File: src/rtl/fmap_rd_stream.sv
// Burst reader: streams a run of SRAM words, in address order, into a
// 2-entry output FIFO with ready/valid backpressure.
module fmap_rd_stream #(
  parameter int DW = 64,
  parameter int AW = 12,
  parameter int MW = 8
) (
  input  logic          clk,
  input  logic          rst,
  input  logic          start,
  input  logic [AW-1:0] base_addr,
  input  logic [AW:0]   length,
  output logic          busy,
  output logic          done,
  output logic          out_valid,
  input  logic          out_ready,
  output logic [DW-1:0] out_data,
  output logic          sram_cs,
  output logic          sram_we,
  output logic [MW-1:0] sram_wem,
  output logic [AW-1:0] sram_addr,
  input  logic [DW-1:0] sram_dout
);

  typedef enum logic [1:0] {
    IDLE  = 2'd0,
    RUN   = 2'd1,
    DRAIN = 2'd2
  } state_t;

  localparam logic [AW:0]   CNT_ZERO = {(AW+1){1'b0}};
  localparam logic [AW:0]   CNT_ONE  = {{AW{1'b0}}, 1'b1};
  localparam logic [AW-1:0] ADDR_ONE = {{(AW-1){1'b0}}, 1'b1};

  state_t        state_r;
  logic [AW-1:0] rd_addr_r;
  logic [AW-1:0] last_addr_r;
  logic [AW:0]   issue_cnt_r;
  logic [AW:0]   out_cnt_r;
  logic          inflight_r;
  logic          busy_r;
  logic          done_r;
  logic [DW-1:0] head_r;
  logic [DW-1:0] tail_r;
  logic [1:0]    fifo_cnt_r;

  logic          pop_s;
  logic          push_s;
  logic          issue_s;
  logic [2:0]    credit_s;

  // Issue decision: a read may go out only if its word is guaranteed a FIFO slot.
  always_comb begin
    pop_s    = 1'b0;
    issue_s  = 1'b0;
    credit_s = 3'd0;
    pop_s    = (fifo_cnt_r != 2'd0) && out_ready;
    credit_s = {1'b0, fifo_cnt_r} + {2'b00, inflight_r} - {2'b00, pop_s};
    if ((state_r == RUN) && (issue_cnt_r != CNT_ZERO) && (credit_s < 3'd2)) begin
      issue_s = 1'b1;
    end else begin
      issue_s = 1'b0;
    end
  end

  assign push_s    = inflight_r;
  assign sram_cs   = issue_s;
  assign sram_addr = issue_s ? rd_addr_r : last_addr_r;
  assign sram_we   = 1'b0;
  assign sram_wem  = {MW{1'b0}};
  assign out_valid = (fifo_cnt_r != 2'd0);
  assign out_data  = head_r;
  assign busy      = busy_r;
  assign done      = done_r;

  // Burst control FSM, address/count bookkeeping and status flags.
  always_ff @(posedge clk) begin
    if (rst) begin
      state_r     <= IDLE;
      rd_addr_r   <= {AW{1'b0}};
      last_addr_r <= {AW{1'b0}};
      issue_cnt_r <= CNT_ZERO;
      out_cnt_r   <= CNT_ZERO;
      inflight_r  <= 1'b0;
      busy_r      <= 1'b0;
      done_r      <= 1'b0;
    end else begin
      done_r     <= 1'b0;
      inflight_r <= issue_s;
      if (issue_s) begin
        rd_addr_r   <= rd_addr_r + ADDR_ONE;
        last_addr_r <= rd_addr_r;
        issue_cnt_r <= issue_cnt_r - CNT_ONE;
      end
      if (pop_s) begin
        out_cnt_r <= out_cnt_r - CNT_ONE;
      end
      case (state_r)
        IDLE: begin
          if (start) begin
            if (length != CNT_ZERO) begin
              rd_addr_r   <= base_addr;
              issue_cnt_r <= length;
              out_cnt_r   <= length;
              busy_r      <= 1'b1;
              state_r     <= RUN;
            end else begin
              done_r <= 1'b1;
            end
          end
        end
        RUN: begin
          if (issue_s && (issue_cnt_r == CNT_ONE)) begin
            state_r <= DRAIN;
          end
        end
        DRAIN: begin
          if (pop_s && (out_cnt_r == CNT_ONE)) begin
            state_r <= IDLE;
            busy_r  <= 1'b0;
            done_r  <= 1'b1;
          end
        end
        default: begin
          state_r <= IDLE;
        end
      endcase
    end
  end

  // Output FIFO: head feeds out_data directly, tail holds the second word.
  always_ff @(posedge clk) begin
    if (rst) begin
      fifo_cnt_r <= 2'd0;
      head_r     <= {DW{1'b0}};
      tail_r     <= {DW{1'b0}};
    end else begin
      case ({push_s, pop_s})
        2'b10: begin
          if (fifo_cnt_r == 2'd0) begin
            head_r     <= sram_dout;
            fifo_cnt_r <= 2'd1;
          end else begin
            tail_r     <= sram_dout;
            fifo_cnt_r <= 2'd2;
          end
        end
        2'b01: begin
          head_r     <= tail_r;
          fifo_cnt_r <= fifo_cnt_r - 2'd1;
        end
        2'b11: begin
          if (fifo_cnt_r == 2'd1) begin
            head_r <= sram_dout;
          end else begin
            head_r <= tail_r;
            tail_r <= sram_dout;
          end
        end
        default: begin
        end
      endcase
    end
  end

endmodule

File: config.mk
export PLATFORM = sky130hd
export DESIGN_NAME = fmap_rd_stream
export DESIGN_NICKNAME = d
export VERILOG_FILES = /design/src/rtl/fmap_rd_stream.sv
export SDC_FILE = /design/constraint.sdc
export NUM_CORES = 1
export LEC_CHECK = 0
export CAP_MARGIN = 20
export CORE_UTILIZATION = 30
export DETAILED_ROUTE_END_ITERATION = 6
export GPL_ROUTABILITY_DRIVEN = 1
export PLACE_DENSITY = 0.49
export RECOVER_POWER = 100
export SYNTH_ARGS = -nofsm -noshare
export SYNTH_HDL_FRONTEND = slang
export SYNTH_SLANG_ARGS = --single-unit
File: constraint.sdc
create_clock -name clk -period 4.75 [get_ports clk]
set_clock_uncertainty 0.2 [all_clocks]
set_input_delay 0.95 -clock clk [delete_from_list [all_inputs] [get_ports clk]]
set_output_delay 0.95 -clock clk [all_outputs]
set_load 0.01 [all_outputs]
==> results.yml, run 1 <==
clock_network:
  cts_setup_buffers: 0
  clk_pin_slew_worst_paths_ps: 70
  htree_levels: 4
  cts_tree: "built"
  clk_latency_ps: 430
  cts_num_sinks: 185
  cts_root_buf: "clkbuf_16"
  cts_max_path_buffers: 2
  cts_buffers: 17
sta:
  drv_slew: 43
  period_share_pct: 95.2
  clock.fmax_ghz: 0.221
  tns_ps: 0
  slew_headroom_pct: -6.62
  hold_viol_final: 0
  fin_crit_ps: 4520
  setup_viol: 0
  max_slew.worst_pin.slew_ps: 1590
  rsz0062_at_grt: "no"
routing:
  met3WireLength_um: 1330
  num_vias: 6780
  wl_met2_um: 9570
  routed_wl_um: 22000
  drt_iter0_drc: 339
  drt-met1-wl_um: 10800
  top_layer: "met5"
  first_pass_iters: 4
  via_per_inst: 4.86
  wl_per_cell_um: 15.8
  ant_nets: 0
  drcViolationCount: 0
yosys:
  netlist_area_um2: 7880
  netlist_instances: 911
  ys.flop_type: "dfxtp_1"
  synth_edf_count: 0
  synth-seq-cells: 185
  ys_async_sr_fraction_pct: 0
  synth_common_cells: "dfxtp_1 (185), nand2_1 (139), nor2_1 (94)"
  synthMostInstantiatedCell: "dfxtp_1"
  synthTopCellsByArea: "dfxtp_1 (47%), a211oi_1 (7.4%), nand2_1 (6.6%), a22oi_1 (6.1%), a21oi_1 (5.8%)"
  seq_area_frac_synth_pct: 47.0
  synth.distinct_cells: 49
  synth_top_area_cell: "dfxtp_1"
  syn-mean-instance-area_um2: 8.65
  ys_warn_count: 0
  synth_top_area_share_pct: 47.0
die:
  start_util_pct: 30.9
  die_h_um: 164
  io_pins: 182
  row_count: 58
  dieWidth_um: 164
  fp.dieArea_um2: 26900
  core_area_um2: 25500
worst_setup_path:
  rr_worst_depth: 10
  worstSetupPathType: "input pin to output pin"
  worst_ep_arrival_time_ps: 3370
  cp_cell_sequence: "clkdlybuf4s50_1, nand2b_1, nor2_1, o21ai_0, fa_1, nand3b_2, nor2_4, nand2_8, inv_2, dlygate4sd3_1"
  path_max_fanout: 14
  crit_start: "out_ready"
  critPathRequiredTime_ps: 3600
  critPathLaunchType: "input pin"
  worst_path_max_delay_cell: "dlygate4sd3_1"
  max_stage_delay_ps: 590
  end_kind: "output pin"
  r2r_start: "fifo_cnt_r[1]"
grt:
  grt_antenna_before_repair: 2
  grt_max_degree: 127
  grt_pass1_vias: 6532
  grt_overflow: 0
  track_usage_pct: 16.8
  grt_pass1_wl_um: 35400
final_layout:
  drive_above_1_share_pct: 5.55
  final_core_util_pct: 41.2
  layout.nets: 1155
  syn2layout_area_growth_pct: 33.2
  num_antenna_cells: 0
pwr:
  p_int_mw: 3.42
  p_leak_nw: 3.95
  power_switching_mw: 1.95
  p_seq_share_pct: 38.1
  power.density_nw_per_um2: 512
  clkPwrFrac_pct: 26.9
  power_frac_comb_pct: 35.0
  ir_drop_mv: 0.204
  swShare_pct: 36.3
run_status:
  violations: "capacitance limit, slew limit"
  status: "finished with violations"
worst_hold_path:
  worstHoldPathCells: 2
  min_path_type: "flop to flop"
  min-delay-start: "tail_r[50]"
flow_run:
  cap_violations: 1
place:
  gp_congestion: 0.755
  dpl.hpwl_um: 13900
  port_buffers: 172
-- final cells by class --
type,count,area (um2)
clock inverter,14,175
timing repair buffer,190,1870
multi-input combinational,645,3860
sequential,185,3700
tap,330,413
clock buffer,18,429
fill,2610,15000
inverter,12,45.0
-- final timing paths --
| path | to | slack, ps |
|---|---|---|
| setup / recovery | sram_cs | 230 |
| setup reg to reg | out_data[49] | 630 |
| hold / removal | tail_r[50] | 250 |
| hold reg to reg | tail_r[50] | 250 |
-- worst max-delay path, delay by kind of cell --
kind,cells,cell delay [ps]
and+or+nand+nor,5,620
adders and majority gates,1,530
buffers and inverters,3,1140
AOI/OAI and AO/OA,1,130
-- registers in the layout (all words and copies together) (netlist names) --
name and cells:
tail_r 64, rd_addr_r 12, last_addr_r 12, inflight_r 1
fifo_cnt_r 2, busy 1, done 1, out_cnt_r 13
issue_cnt_r 13, out_data 64, state_r 2
-- per-layer routing --
metal,track usage (%),up-vias
met1,23.0,3127
met2,25.2,141
met5,0,-
met3,5.13,21
met4,5.26,4
li1,-,3487
-- through the flow --
stage / cell area (um2) / instances / setup slack, ps / hold WS [ps] / total power, mW
6_report: 10500 / 1394 / 227 / 255 / 5.37
5_1_grt: 10500 / 1394 / 92.0 / 268 / 5.74
4_1_cts: 10500 / 1394 / 30.6 / 257 / 5.57
3_5_place_dp: 9910 / 1362 / 2.36 / 246 / 4.10
3_3_place_gp: 9910 / 1362 / 17.8 / 241 / 4.09
2_1_floorplan: 7910 / 919 / 671 / 236 / 3.18
-- cells in the final DEF, fill, tap and decap left out, types with 4 or more instances in the layout --
master | netlist | layout
a22oi_1 | 64 | 64
clkinv_8 | 0 | 6
conb_1 | 1 | 9
nor4_1 | 5 | 6
a31oi_1 | 4 | 4
dlymetal6s4s_1 | 0 | 7
ha_1 | 10 | 10
dfxtp_1 | 185 | 185
xor2_1 | 24 | 24
nand4_1 | 14 | 14
inv_1 | 11 | 11
nor2b_1 | 13 | 13
clkbuf_1 | 60 | 7
xnor2_1 | 7 | 7
a21oi_1 | 92 | 90
nor2_1 | 94 | 94
mux2_1 | 12 | 12
nand3_1 | 11 | 11
clkdlybuf4s25_1 | 0 | 4
nand2_1 | 139 | 139
clkbuf_16 | 0 | 17
o21bai_1 | 12 | 12
and3_1 | 7 | 7
buf_4 | 9 | 9
dlygate4sd3_1 | 0 | 69
a211oi_1 | 78 | 78
nand4b_1 | 5 | 5
clkdlybuf4s50_1 | 0 | 90
nor3_1 | 6 | 6
-- cells by family after synthesis --
| group | Yosys count | share of synthesized area, % |
|---|---|---|
| other | 1 | 0.0476 |
| muxes | 15 | 2.10 |
| buffers and inverters | 89 | 4.88 |
| AOI/OAI and AO/OA | 258 | 21.5 |
| xor gates and xnor gates | 32 | 3.65 |
| and+or+nand+nor | 320 | 19.0 |
| DFF | 185 | 47.0 |
| adders and majority gates | 11 | 1.84 |
-- power groups by stage --
stage	combinational [mW]	sequential (mW)	clock (mW)
after floorplan	1.02	2.15	0
after global placement	1.99	2.10	0
after detailed placement	2.00	2.09	0
after CTS	2.01	2.06	1.50
after global routing	2.09	2.09	1.56
final	1.88	2.05	1.44
-- repair_timing --
item / 4_1_cts / 5_1_grt
setup endpoints to repair: 6 / 12
gates resized for setup: 1 / 13
hold buffers: 0 / 0
endpoints found under the hold margin: 0 / 0
Note: power is estimated with default switching activity, not from simulation.
==> inputs of run 2 (changes only) <==
--- a/config.mk
+++ b/config.mk
@@ -7,6 +7,7 @@
 export LEC_CHECK = 0
 export CAP_MARGIN = 20
 export CORE_UTILIZATION = 30
+export CTS_CLUSTER_SIZE = 14
 export DETAILED_ROUTE_END_ITERATION = 6
 export GPL_ROUTABILITY_DRIVEN = 1
 export PLACE_DENSITY = 0.49
==> results of run 2 <==
Final layout, timing and power as in run 1 (identical DEF).
==> inputs of run 3 (changes only) <==
--- a/config.mk
+++ b/config.mk
@@ -5,6 +5,7 @@
 export SDC_FILE = /design/constraint.sdc
 export NUM_CORES = 1
 export LEC_CHECK = 0
+export ABC_AREA = 1
 export CAP_MARGIN = 20
 export CORE_UTILIZATION = 30
 export CTS_CLUSTER_SIZE = 14
==> results.yml, run 3 <==
pwr:
  power_switching_mw: 2.10
  clkPwrFrac_pct: 24.5
  p_leak_nw: 4.77
  power_frac_comb_pct: 36.8
  p_seq_share_pct: 38.8
  power.density_nw_per_um2: 518
  p_int_mw: 3.67
  ir_drop_mv: 0.275
  swShare_pct: 36.5
yosys:
  ys_async_sr_fraction_pct: 0
  synth_top_area_cell: "dfxtp_1"
  synth_common_cells: "dfxtp_1 (185), nor2_1 (169), a21oi_1 (149)"
  synth_edf_count: 0
  ys.flop_type: "dfxtp_1"
  synth.distinct_cells: 39
  netlist_instances: 1136
  ys_warn_count: 0
  synthTopCellsByArea: "dfxtp_1 (42%), a21oi_1 (8.5%), a211oi_2 (7.4%), nor2_1 (7.2%), o21ai_0 (6.0%)"
  netlist_area_um2: 8780
  seq_area_frac_synth_pct: 42.2
  synth-seq-cells: 185
  synth_top_area_share_pct: 42.2
  syn-mean-instance-area_um2: 7.73
  synthMostInstantiatedCell: "dfxtp_1"
routing:
  drcViolationCount: 0
  num_vias: 7659
  top_layer: "met4"
  met3WireLength_um: 1040
  routed_wl_um: 24200
  wl_met2_um: 11200
  drt_iter0_drc: 375
  first_pass_iters: 5
  wl_per_cell_um: 14.4
  drt-met1-wl_um: 11700
  ant_nets: 0
  via_per_inst: 4.56
worst_setup_path:
  critPathRequiredTime_ps: 3600
  end_kind: "output pin"
  worst_ep_arrival_time_ps: 3310
  r2r_start: "fifo_cnt_r[1]"
  max_stage_delay_ps: 520
  cp_cell_sequence: "inv_1, ha_1, inv_2, nand2_2, nor2_1, o21ai_0, fa_1, nand2_1, nor2_2, nand2_2, inv_4, or2_2, o21ai_1, inv_1, clkdlybuf4s50_1"
  path_max_fanout: 13
  worstSetupPathType: "flop to output pin"
  r2r_setup_slack_ps: 700
  critPathLaunchType: "flop"
  rr_worst_depth: 9
  worst_path_max_delay_cell: "clkdlybuf4s50_1"
  reg2reg_to: "out_data[39]"
place:
  place_ws_ps: -116
  placed_area_um2: 10700
  dp.cells: 1647
  dpl.hpwl_um: 16200
  gp_congestion: 0.787
  port_buffers: 172
grt:
  grt_antenna_before_repair: 0
  grt_pass1_wl_um: 39800
  track_usage_pct: 16.5
  grt_pass1_vias: 7515
  grt_overflow: 0
  grt_max_degree: 69
die:
  core_area_um2: 28800
  row_count: 62
  fp.dieArea_um2: 30000
  start_util_pct: 30.5
  dieWidth_um: 173
  die_h_um: 173
  io_pins: 182
clock_network:
  clk_latency_ps: 450
  cts_num_sinks: 185
  cts_tree: "built"
  clk_pin_slew_worst_paths_ps: 80
  cts_max_path_buffers: 2
  cts_root_buf: "clkbuf_16"
  htree_levels: 4
  cts_setup_buffers: 0
  cts_buffers: 17
  ctsHoldBuffers: 0
final_layout:
  drive_above_1_share_pct: 9.20
  final_cell_mix: "dfxtp_1 (183), nor2_1 (168), a21oi_1 (149)"
  syn2layout_area_growth_pct: 27.0
  fillers: 3005
  num_antenna_cells: 0
  fin_cells: 1678
  layout_commonest_cell: "dfxtp_1"
  fin_area_um2: 11200
  layout.nets: 1386
sta:
  hold_viol_final: 0
  fin_ws_ps: 288
  drv_slew: 65
  setup_viol: 0
  fin_crit_ps: 4460
  slew_headroom_pct: -67.3
  rsz0062_at_grt: "no"
  clock.fmax_ghz: 0.224
  period_share_pct: 93.9
  max_slew.worst_pin.slew_ps: 2510
run_status:
  status: "finished with violations"
  violations: "capacitance limit, slew limit"
worst_hold_path:
  worst_hold_path.endpoint: "tail_r[56]"
  min_path_type: "flop to flop"
  min-delay-start: "tail_r[56]"
  worstHoldPathCells: 2
flow_run:
  cap_violations: 1
run 3: cell types whose count changed in the layout (fill, tap and decap cells not counted), moves of 13 or more:
cell,change
nor2b_1,-13
nand2_1,-14
a211oi_2,+41
nor2_1,+74
a211oi_1,-63
a22oi_1,-64
o21ai_0,+98
nand3_1,+21
inv_1,+122
a21oi_1,+59
run 3: logic make-up (layout without fill, tap and decap cells):
family / after synthesis / in the layout / share of synthesized area, %
compound gates: 345 / 345 / 25.2
fa+ha+maj: 11 / 11 / 1.65
xor+xnor: 16 / 16 / 1.60
other cells: 1 / 9 / 0.0427
simple gates: 358 / 358 / 17.1
buf+inv: 220 / 370 / 12.3
flops: 185 / 185 / 42.2
run 3: critical path, delay by kind of cell (launching register included):
kind            cells  cell delay (ps)
compound gates      2              200
fa+ha+maj           2              720
buf+inv             5              940
flops               1              370
simple gates        6              640
run 3: worst max path at each step:
stage	from	endpoint	slack [ps]	cells after the start
6_report	fifo_cnt_r[1]	sram_addr[10]	290	15
5_1_grt	fifo_cnt_r[1]	sram_addr[4]	10	15
4_1_cts	out_ready	sram_addr[7]	8	11
3_5_place_dp	out_ready	sram_addr[1]	-120	13
3_3_place_gp	out_ready	sram_addr[10]	-120	13
2_1_floorplan	out_ready	sram_addr[0]	940	10
run 3: final cells by class:
class / count / area (um2) / share of cell area, %
Multi-Input combinational cell: 739 / 3950 / 35.4
Sequential cell: 185 / 3710 / 33.2
Timing Repair Buffer: 201 / 1920 / 17.2
Inverter: 138 / 520 / 4.67
Tap cell: 384 / 480 / 4.31
Clock buffer: 18 / 439 / 3.94
Clock inverter: 13 / 130 / 1.17
run 3: power by group through the flow:
| stage | logic [mW] | registers [mW] | clock network, mW |
|---|---|---|---|
| floorplan | 1.12 | 2.36 | 0 |
| global placement | 2.27 | 2.29 | 0 |
| detailed placement | 2.28 | 2.28 | 0 |
| CTS | 2.30 | 2.26 | 1.45 |
| global route | 2.37 | 2.30 | 1.51 |
| finish | 2.12 | 2.24 | 1.41 |
run 3: stage by stage:
step | total power, mW | hold WS, ps | utilization, % | setup TNS [ps]
global placement | 4.56 | 248 | 37.2 | -836
finish | 5.77 | 261 | 38.7 | 0
floorplan | 3.49 | 238 | - | 0
CTS | 6.00 | 264 | 39.2 | 0
global route | 6.19 | 279 | 38.7 | 0
detailed placement | 4.56 | 252 | 37.2 | -770
run 3: timing repair:
item | in CTS | in global routing
cloned | 0 | 0
pin swaps | 0 | 0
gates resized for setup | 10 | 4
setup endpoints to repair | 11 | 11
run 3: metal layers:
layer	GRT usage, %	vias up
met4	4.90	0
met3	3.83	14
met2	27.3	138
met5	0	-
met1	21.4	3498
li1	-	4009
